`src/rtl/top_alu_pkg.sv`:
```
// -----------------------------------------------------------------------------
// top_alu_pkg
// Shared definitions for the sequenced board ALU: opcode values, the internal
// FSM state type and the mapping of those states onto the 2-bit debug code.
// -----------------------------------------------------------------------------
package top_alu_pkg;

    localparam int NB_STATE = 2;

    localparam logic [5:0] OP_ADD = 6'b100000;
    localparam logic [5:0] OP_SUB = 6'b100010;
    localparam logic [5:0] OP_AND = 6'b100100;
    localparam logic [5:0] OP_OR  = 6'b100101;
    localparam logic [5:0] OP_XOR = 6'b100110;
    localparam logic [5:0] OP_NOR = 6'b100111;
    localparam logic [5:0] OP_SRL = 6'b000010;
    localparam logic [5:0] OP_SRA = 6'b000011;

    typedef enum logic [2:0] {
        ST_WAIT_A,
        ST_WAIT_B,
        ST_WAIT_OP,
        ST_EXEC,
        ST_SHOW
    } state_t;

    // EXEC lasts a single cycle and is shown on the LEDs as WAIT_OP.
    function automatic logic [NB_STATE-1:0] state_code(input state_t s);
        case (s)
            ST_WAIT_A:           return 2'd0;
            ST_WAIT_B:           return 2'd1;
            ST_WAIT_OP, ST_EXEC: return 2'd2;
            ST_SHOW:             return 2'd3;
            default:             return 2'd0;
        endcase
    endfunction

endpackage

```
`src/rtl/top_alu_seq_btn_conditioner.sv`:
```
// -----------------------------------------------------------------------------
// btn_conditioner
// Turns one raw asynchronous push-button into a single-cycle registered pulse
// on each accepted rising level: 2-FF synchroniser, optional debounce, edge.
// Macro TOP_ALU_DEBOUNCE_EN: when defined, a level is accepted only after
// DEBOUNCE_CYCLES consecutive samples that disagree with the current one.
// Ports:
//   clk_i   system clock
//   rst_ni  asynchronous active-low reset
//   btn_i   raw button input
//   pulse_o one-cycle pulse per accepted press
// -----------------------------------------------------------------------------
module btn_conditioner #(
    parameter int DEBOUNCE_CYCLES = 16
) (
    input  logic clk_i,
    input  logic rst_ni,
    input  logic btn_i,
    output logic pulse_o
);

    logic sync1_q;
    logic sync2_q;
    logic acc;
    logic acc_prev_q;
    logic pulse_q;

    always_ff @(posedge clk_i or negedge rst_ni) begin
        if (!rst_ni) begin
            sync1_q <= 1'b0;
            sync2_q <= 1'b0;
        end else begin
            sync1_q <= btn_i;
            sync2_q <= sync1_q;
        end
    end

`ifdef TOP_ALU_DEBOUNCE_EN
    localparam int CNT_W = $clog2(DEBOUNCE_CYCLES + 1);
    localparam logic [CNT_W-1:0] CNT_LAST = CNT_W'(DEBOUNCE_CYCLES - 1);

    logic [CNT_W-1:0] cnt_q;
    logic [CNT_W-1:0] cnt_d;
    logic             acc_q;
    logic             acc_d;

    // Any sample that agrees with the accepted level restarts the count.
    always_comb begin
        cnt_d = '0;
        acc_d = acc_q;
        if (sync2_q != acc_q) begin
            if (cnt_q == CNT_LAST) begin
                acc_d = ~acc_q;
            end else begin
                cnt_d = cnt_q + 1'b1;
            end
        end
    end

    always_ff @(posedge clk_i or negedge rst_ni) begin
        if (!rst_ni) begin
            cnt_q <= '0;
            acc_q <= 1'b0;
        end else begin
            cnt_q <= cnt_d;
            acc_q <= acc_d;
        end
    end

    assign acc = acc_q;
`else
    // Threshold only matters when debouncing is compiled in.
    localparam int unused_deb_cycles = DEBOUNCE_CYCLES;

    assign acc = sync2_q;
`endif

    // Previous level starts at 0, so a button held through reset release
    // still produces one pulse.
    always_ff @(posedge clk_i or negedge rst_ni) begin
        if (!rst_ni) begin
            acc_prev_q <= 1'b0;
            pulse_q    <= 1'b0;
        end else begin
            acc_prev_q <= acc;
            pulse_q    <= acc & ~acc_prev_q;
        end
    end

    assign pulse_o = pulse_q;

endmodule

```
`src/rtl/top_alu_seq.sv`:
```
// -----------------------------------------------------------------------------
// top_alu_seq
// Board ALU with an ordered load sequence: btn0 loads A, btn1 loads B, btn2
// loads the opcode and triggers a one-cycle execute; the result, flags and a
// valid bit are then held for the LEDs.
// Macro TOP_ALU_DEBOUNCE_EN enables per-button debouncing.
// Ports:
//   i_clk       system clock
//   i_rst_n     asynchronous active-low reset
//   i_sw        switch value (opcode from i_sw[NB_OP-1:0])
//   i_btn       raw buttons (btn0=A, btn1=B, btn2=OP, others ignored)
//   o_led       registered result
//   o_valid     result matches the current A/B/op
//   o_zero      registered result is zero
//   o_overflow  signed overflow of the last ADD/SUB
//   o_state     debug state code
// -----------------------------------------------------------------------------
module top_alu_seq
    import top_alu_pkg::*;
#(
    parameter int NB_DATA         = 8,
    parameter int NB_OP           = 6,
    parameter int NB_BUT          = 3,
    parameter int DEBOUNCE_CYCLES = 16
) (
    input  logic                i_clk,
    input  logic                i_rst_n,
    input  logic [NB_DATA-1:0]  i_sw,
    input  logic [NB_BUT-1:0]   i_btn,
    output logic [NB_DATA-1:0]  o_led,
    output logic                o_valid,
    output logic                o_zero,
    output logic                o_overflow,
    output logic [NB_STATE-1:0] o_state
);

    localparam int MSB = NB_DATA - 1;
    localparam logic [NB_DATA-1:0] SHIFT_LIM = NB_DATA'(NB_DATA);

    logic [NB_BUT-1:0] btn_pulse;

    for (genvar gi = 0; gi < NB_BUT; gi++) begin : g_btn
        btn_conditioner #(
            .DEBOUNCE_CYCLES(DEBOUNCE_CYCLES)
        ) u_cond (
            .clk_i  (i_clk),
            .rst_ni (i_rst_n),
            .btn_i  (i_btn[gi]),
            .pulse_o(btn_pulse[gi])
        );
    end

    // Only the highest-priority pulse of a cycle survives.
    logic take_a, take_b, take_op;
    assign take_a  = btn_pulse[0];
    assign take_b  = btn_pulse[1] & ~btn_pulse[0];
    assign take_op = btn_pulse[2] & ~btn_pulse[1] & ~btn_pulse[0];

    // Returns {overflow, result}.
    function automatic logic [NB_DATA:0] alu_calc(
        input logic signed [NB_DATA-1:0] a,
        input logic signed [NB_DATA-1:0] b,
        input logic        [NB_OP-1:0]   op
    );
        logic signed [NB_DATA-1:0] r;
        logic                      ov;
        logic        [NB_DATA-1:0] sh;
        r  = '0;
        ov = 1'b0;
        sh = $unsigned(b);
        case (op)
            NB_OP'(OP_ADD): begin
                r  = a + b;
                ov = (a[MSB] == b[MSB]) && (r[MSB] != a[MSB]);
            end
            NB_OP'(OP_SUB): begin
                r  = a - b;
                ov = (a[MSB] != b[MSB]) && (r[MSB] != a[MSB]);
            end
            NB_OP'(OP_AND): r = a & b;
            NB_OP'(OP_OR):  r = a | b;
            NB_OP'(OP_XOR): r = a ^ b;
            NB_OP'(OP_NOR): r = ~(a | b);
            NB_OP'(OP_SRL): begin
                if (sh >= SHIFT_LIM) r = '0;
                else                 r = a >> sh;
            end
            NB_OP'(OP_SRA): begin
                // Kept as if/else so the arithmetic shift stays signed.
                if (sh >= SHIFT_LIM) r = {NB_DATA{a[MSB]}};
                else                 r = a >>> sh;
            end
            default: r = '0;
        endcase
        return {ov, r};
    endfunction

    state_t                     state_q, state_d;
    logic signed [NB_DATA-1:0]  a_q, a_d;
    logic signed [NB_DATA-1:0]  b_q, b_d;
    logic        [NB_OP-1:0]    op_q, op_d;
    logic        [NB_DATA-1:0]  led_q, led_d;
    logic                       valid_q, valid_d;
    logic                       zero_q, zero_d;
    logic                       ovf_q, ovf_d;
    logic        [NB_DATA:0]    alu_out;

    always_ff @(posedge i_clk or negedge i_rst_n) begin
        if (!i_rst_n) state_q <= ST_WAIT_A;
        else          state_q <= state_d;
    end

    always_comb begin
        state_d = state_q;
        case (state_q)
            ST_WAIT_A:  if (take_a) state_d = ST_WAIT_B;
            ST_WAIT_B:  if (take_b) state_d = ST_WAIT_OP;
            ST_WAIT_OP: if (take_a) state_d = ST_WAIT_B;
                        else if (take_op) state_d = ST_EXEC;
            ST_EXEC:    state_d = ST_SHOW;
            ST_SHOW:    if (take_a) state_d = ST_WAIT_B;
                        else if (take_op) state_d = ST_EXEC;
            default:    state_d = ST_WAIT_A;
        endcase
    end

    always_comb begin
        o_state = state_code(state_q);
    end

    // Register loads; EXEC drops all pulses and only captures the ALU output.
    always_comb begin
        a_d     = a_q;
        b_d     = b_q;
        op_d    = op_q;
        led_d   = led_q;
        valid_d = valid_q;
        zero_d  = zero_q;
        ovf_d   = ovf_q;
        alu_out = alu_calc(a_q, b_q, op_q);
        case (state_q)
            ST_WAIT_A: if (take_a) a_d = i_sw;
            ST_WAIT_B: begin
                if (take_a)      a_d = i_sw;
                else if (take_b) b_d = i_sw;
            end
            ST_WAIT_OP: begin
                if (take_a)       a_d  = i_sw;
                else if (take_op) op_d = i_sw[NB_OP-1:0];
            end
            ST_EXEC: begin
                led_d   = alu_out[NB_DATA-1:0];
                ovf_d   = alu_out[NB_DATA];
                zero_d  = (alu_out[NB_DATA-1:0] == '0);
                valid_d = 1'b1;
            end
            ST_SHOW: begin
                if (take_a) begin
                    a_d     = i_sw;
                    valid_d = 1'b0;
                end else if (take_op) begin
                    op_d    = i_sw[NB_OP-1:0];
                    valid_d = 1'b0;
                end
            end
            default: ;
        endcase
    end

    always_ff @(posedge i_clk or negedge i_rst_n) begin
        if (!i_rst_n) begin
            a_q     <= '0;
            b_q     <= '0;
            op_q    <= '0;
            led_q   <= '0;
            valid_q <= 1'b0;
            zero_q  <= 1'b0;
            ovf_q   <= 1'b0;
        end else begin
            a_q     <= a_d;
            b_q     <= b_d;
            op_q    <= op_d;
            led_q   <= led_d;
            valid_q <= valid_d;
            zero_q  <= zero_d;
            ovf_q   <= ovf_d;
        end
    end

    assign o_led      = led_q;
    assign o_valid    = valid_q;
    assign o_zero     = zero_q;
    assign o_overflow = ovf_q;

endmodule

```
`config.mk`:
```
export PLATFORM = sky130hd
export DESIGN_NAME = top_alu_seq
export DESIGN_NICKNAME = d
export VERILOG_FILES = /design/src/rtl/top_alu_pkg.sv /design/src/rtl/top_alu_seq_btn_conditioner.sv /design/src/rtl/top_alu_seq.sv
export SDC_FILE = /design/constraint.sdc
export NUM_CORES = 1
export LEC_CHECK = 0
export BUFFER_PORTS_ARGS = -buffer_cell sky130_fd_sc_hd__buf_2
export CORE_MARGIN = 2
export CORE_UTILIZATION = 34
export DETAILED_ROUTE_END_ITERATION = 16
export PLACE_DENSITY = 0.61
export SKIP_CTS_REPAIR_TIMING = 1
export SLEW_MARGIN = 10
export SYNTH_ARGS = -nofsm -noshare
export SYNTH_HDL_FRONTEND = slang
export SYNTH_SLANG_ARGS = --single-unit
```
`constraint.sdc`:
```
create_clock -name i_clk -period 6.7 [get_ports i_clk]
set_clock_uncertainty 0.05 [all_clocks]
set_input_delay 1.34 -clock i_clk [delete_from_list [all_inputs] [get_ports i_clk]]
set_output_delay 1.34 -clock i_clk [all_outputs]
set_load 0.01 [all_outputs]
```
==> flow_summary.json <==
{
  "hold_start": "g_btn[2].u_cond.sync1_q",
  "period_minus_slack_ns": 3.19,
  "io_pins": 26,
  "final_cell_mix": "dfrtp_1 (48), nand2_1 (31)",
  "maxCapViolations": 0,
  "globalplace.congestion": 0.966,
  "min_path_type": "reg -> reg",
  "p_sw_mw": 0.917,
  "die_h_um": 108,
  "status": "complete, no violations",
  "grt_util_all_layers_pct": 16.8,
  "yosysWarnings": 0,
  "ant_nets": 0,
  "start_util_pct": 35.2,
  "startpoint_type": "flip-flop",
  "dp_hpwl_um": 7080,
  "p_seq_share_pct": 33.7,
  "drt_iter0_markers": 339,
  "coreArea_um2": 10400,
  "max-slew-margin-rel_pct": 29.3,
  "htreeDepth": 2,
  "clock.fmax_ghz": 0.314,
  "synthFlopType": "dfrtp_1",
  "dieWidth_um": 108,
  "dr.pass1.iters": 5,
  "whs_endpoint": "g_btn[2].u_cond.acc",
  "p_leak_nw": 1.73,
  "r2r_slack_ns": 3.51,
  "dieArea_um2": 11600,
  "grt_max_degree": 49,
  "reg2reg_to": "o_zero",
  "vias_per_cell": 5.64,
  "end_kind": "flip-flop",
  "clkSinkCount": 48,
  "final_common_cell": "dfrtp_1",
  "numCtsBuffers": 5,
  "vdd_drop_max_uv": 159,
  "p_sw_share_pct": 49.7,
  "synth.distinct_cells": 74,
  "grt_pass1_wl_um": 15300,
  "cts_buffer_depth": 2,
  "path_clk_slew_ns": 0.09,
  "crit_fanout": 19,
  "ff2ff_path_depth": 9,
  "worst_ep_required_time_ns": 6.89,
  "p_int_mw": 0.929,
  "cp.arrival_ns": 3.38,
  "synth_seq_cells": 48,
  "setup_viol_count_final": 0,
  "syn_inst": 390,
  "routed_wl_um": 9320,
  "drc_errors": 0,
  "dp.cells": 529,
  "cts_tree": "built",
  "clk_latency_ns": 0.30,
  "clockPowerShare_pct": 9.6,
  "fin_crit_sh_pct": 47.6,
  "synth.avg_cell_area_um2": 9.40,
  "critical_path_class": "reg -> reg",
  "numPortBuffers": 25,
  "synth_edf_count": 0,
  "hold_depth": 0,
  "overflow": 0,
  "nets": 441,
  "grt_antenna_before_repair": 0,
  "p_comb_share_pct": 56.6,
  "hold_violations": 0,
  "power_density_nw_per_um2": 470,
  "diodes": 0,
  "yosysSeqAreaShare_pct": 32.8,
  "r2r_start": "b_q[1]",
  "wl_per_cell_um": 17.4,
  "clockRootBuffer": "clkbuf_8",
  "rsz0062_at_grt": "no",
  "synth_area_um2": 3670,
  "worst_slew_pin_slew_ns": 1.06,
  "stdcell_count": 536,
  "syn_nets": 431,
  "dr_total_vias": 3021,
  "tns_ns": 0,
  "rows": 37,
  "async_flop_share_pct": 100,
  "final_max_slew_viol_count": 0,
  "grt_pass1_vias": 2919,
  "syn2layout_area_growth_pct": 7.03,
  "drive_gt1_share_pct": 21.3
}
-- power by group through the flow --
stage / combinational (mW) / sequential, mW / clock (mW)
after floorplan: 0.893 / 0.488 / 0
after global placement: 1.01 / 0.615 / 0
after detailed placement: 1.02 / 0.619 / 0
after CTS: 1.03 / 0.614 / 0.183
after global routing: 1.15 / 0.643 / 0.200
final: 1.05 / 0.623 / 0.178
-- sequential cells by signal, summed over array words and instances (netlist names) --
register                 count
g_btn.u_cond.acc             3
a_q                          8
o_valid                      1
op_q                         6
o_zero                       1
state_q                      3
o_led                        8
g_btn.u_cond.pulse_o         3
o_overflow                   1
b_q                          8
g_btn.u_cond.sync1_q         3
g_btn.u_cond.acc_prev_q      3
-- cells by family after synthesis --
group | Yosys count | share of synthesized area [%]
xor+xnor | 8 | 1.91
simple gates | 118 | 18.3
buf+inv | 50 | 6.76
compound gates | 103 | 19.9
flops | 48 | 32.8
mux | 35 | 10.4
fa+ha+maj | 28 | 9.97
-- cell type report --
| cell class | instances | area (µm²) |
|---|---|---|
| repair buffers | 27 | 140 |
| clock buffers | 6 | 82.6 |
| fillers | 1029 | 6490 |
| flip-flops and latches | 48 | 1200 |
| clock inverters | 1 | 8.76 |
| inverters | 26 | 97.6 |
| well taps | 136 | 170 |
| multi-input cells | 292 | 2220 |
-- through the flow --
step / hold WS (ns) / utilization, % / instance area, µm² / total power, mW / worst slack [ns]
finish: 0.303 / 37.7 / 3920 / 1.85 / 3.51
global route: 0.323 / 37.7 / 3920 / 1.99 / 3.39
CTS: 0.305 / 37.7 / 3920 / 1.83 / 3.59
detailed placement: 0.285 / 36.8 / 3830 / 1.64 / 3.62
global placement: 0.285 / 36.8 / 3830 / 1.62 / 3.72
floorplan: 0.281 / - / 3670 / 1.38 / 3.91
-- critical path: stages, from the launching register on --
cell	delay [ns]
dfrtp_1	0.78
inv_1	0.27
ha_1	0.38
o21ba_1	0.21
or4_1	0.46
a31oi_1	0.21
nor2_1	0.08
o32a_1	0.32
nor3_2	0.16
a41o_1	0.20
-- Yosys cell counts (8+ instances only) --
cell,instances,area (µm²)
dfrtp_1,48,1200
nand2_1,31,116
a21oi_1,26,130
ha_1,26,325
inv_1,26,97.6
mux2_2,26,293
nor2_1,20,75.1
o21ai_0,18,90.1
clkbuf_1,12,45.0
nor2b_1,12,75.1
mux2i_1,9,90.1
nor3_1,9,45.0
nand3_1,8,40.0
-- how the worst max path moves through the flow --
stage | start | to | slack, ns | depth (start not counted)
6_report | b_q[1] | o_zero | 3.51 | 9
3_5_place_dp | b_q[1] | o_zero | 3.62 | 9
4_1_cts | b_q[1] | o_zero | 3.59 | 9
5_1_grt | b_q[1] | o_zero | 3.39 | 9
3_3_place_gp | b_q[1] | o_zero | 3.72 | 9
2_1_floorplan | b_q[1] | o_zero | 3.91 | 11
-- routing by layer --
| layer | wire (µm) | GRT usage [%] | part of all wire (%) | vias to the layer above |
|---|---|---|---|---|
| met2 | 4150 | 24.8 | 45 | 104 |
| met3 | 618 | 4.06 | 6.6 | 15 |
| met4 | 203 | 5.95 | 2.2 | 0 |
| met5 | 0 | 0 | 0 | - |
| met1 | 4340 | 23.8 | 47 | 1476 |
| li1 | - | - | - | 1426 |
Note: power is estimated with default switching activity, not from simulation.
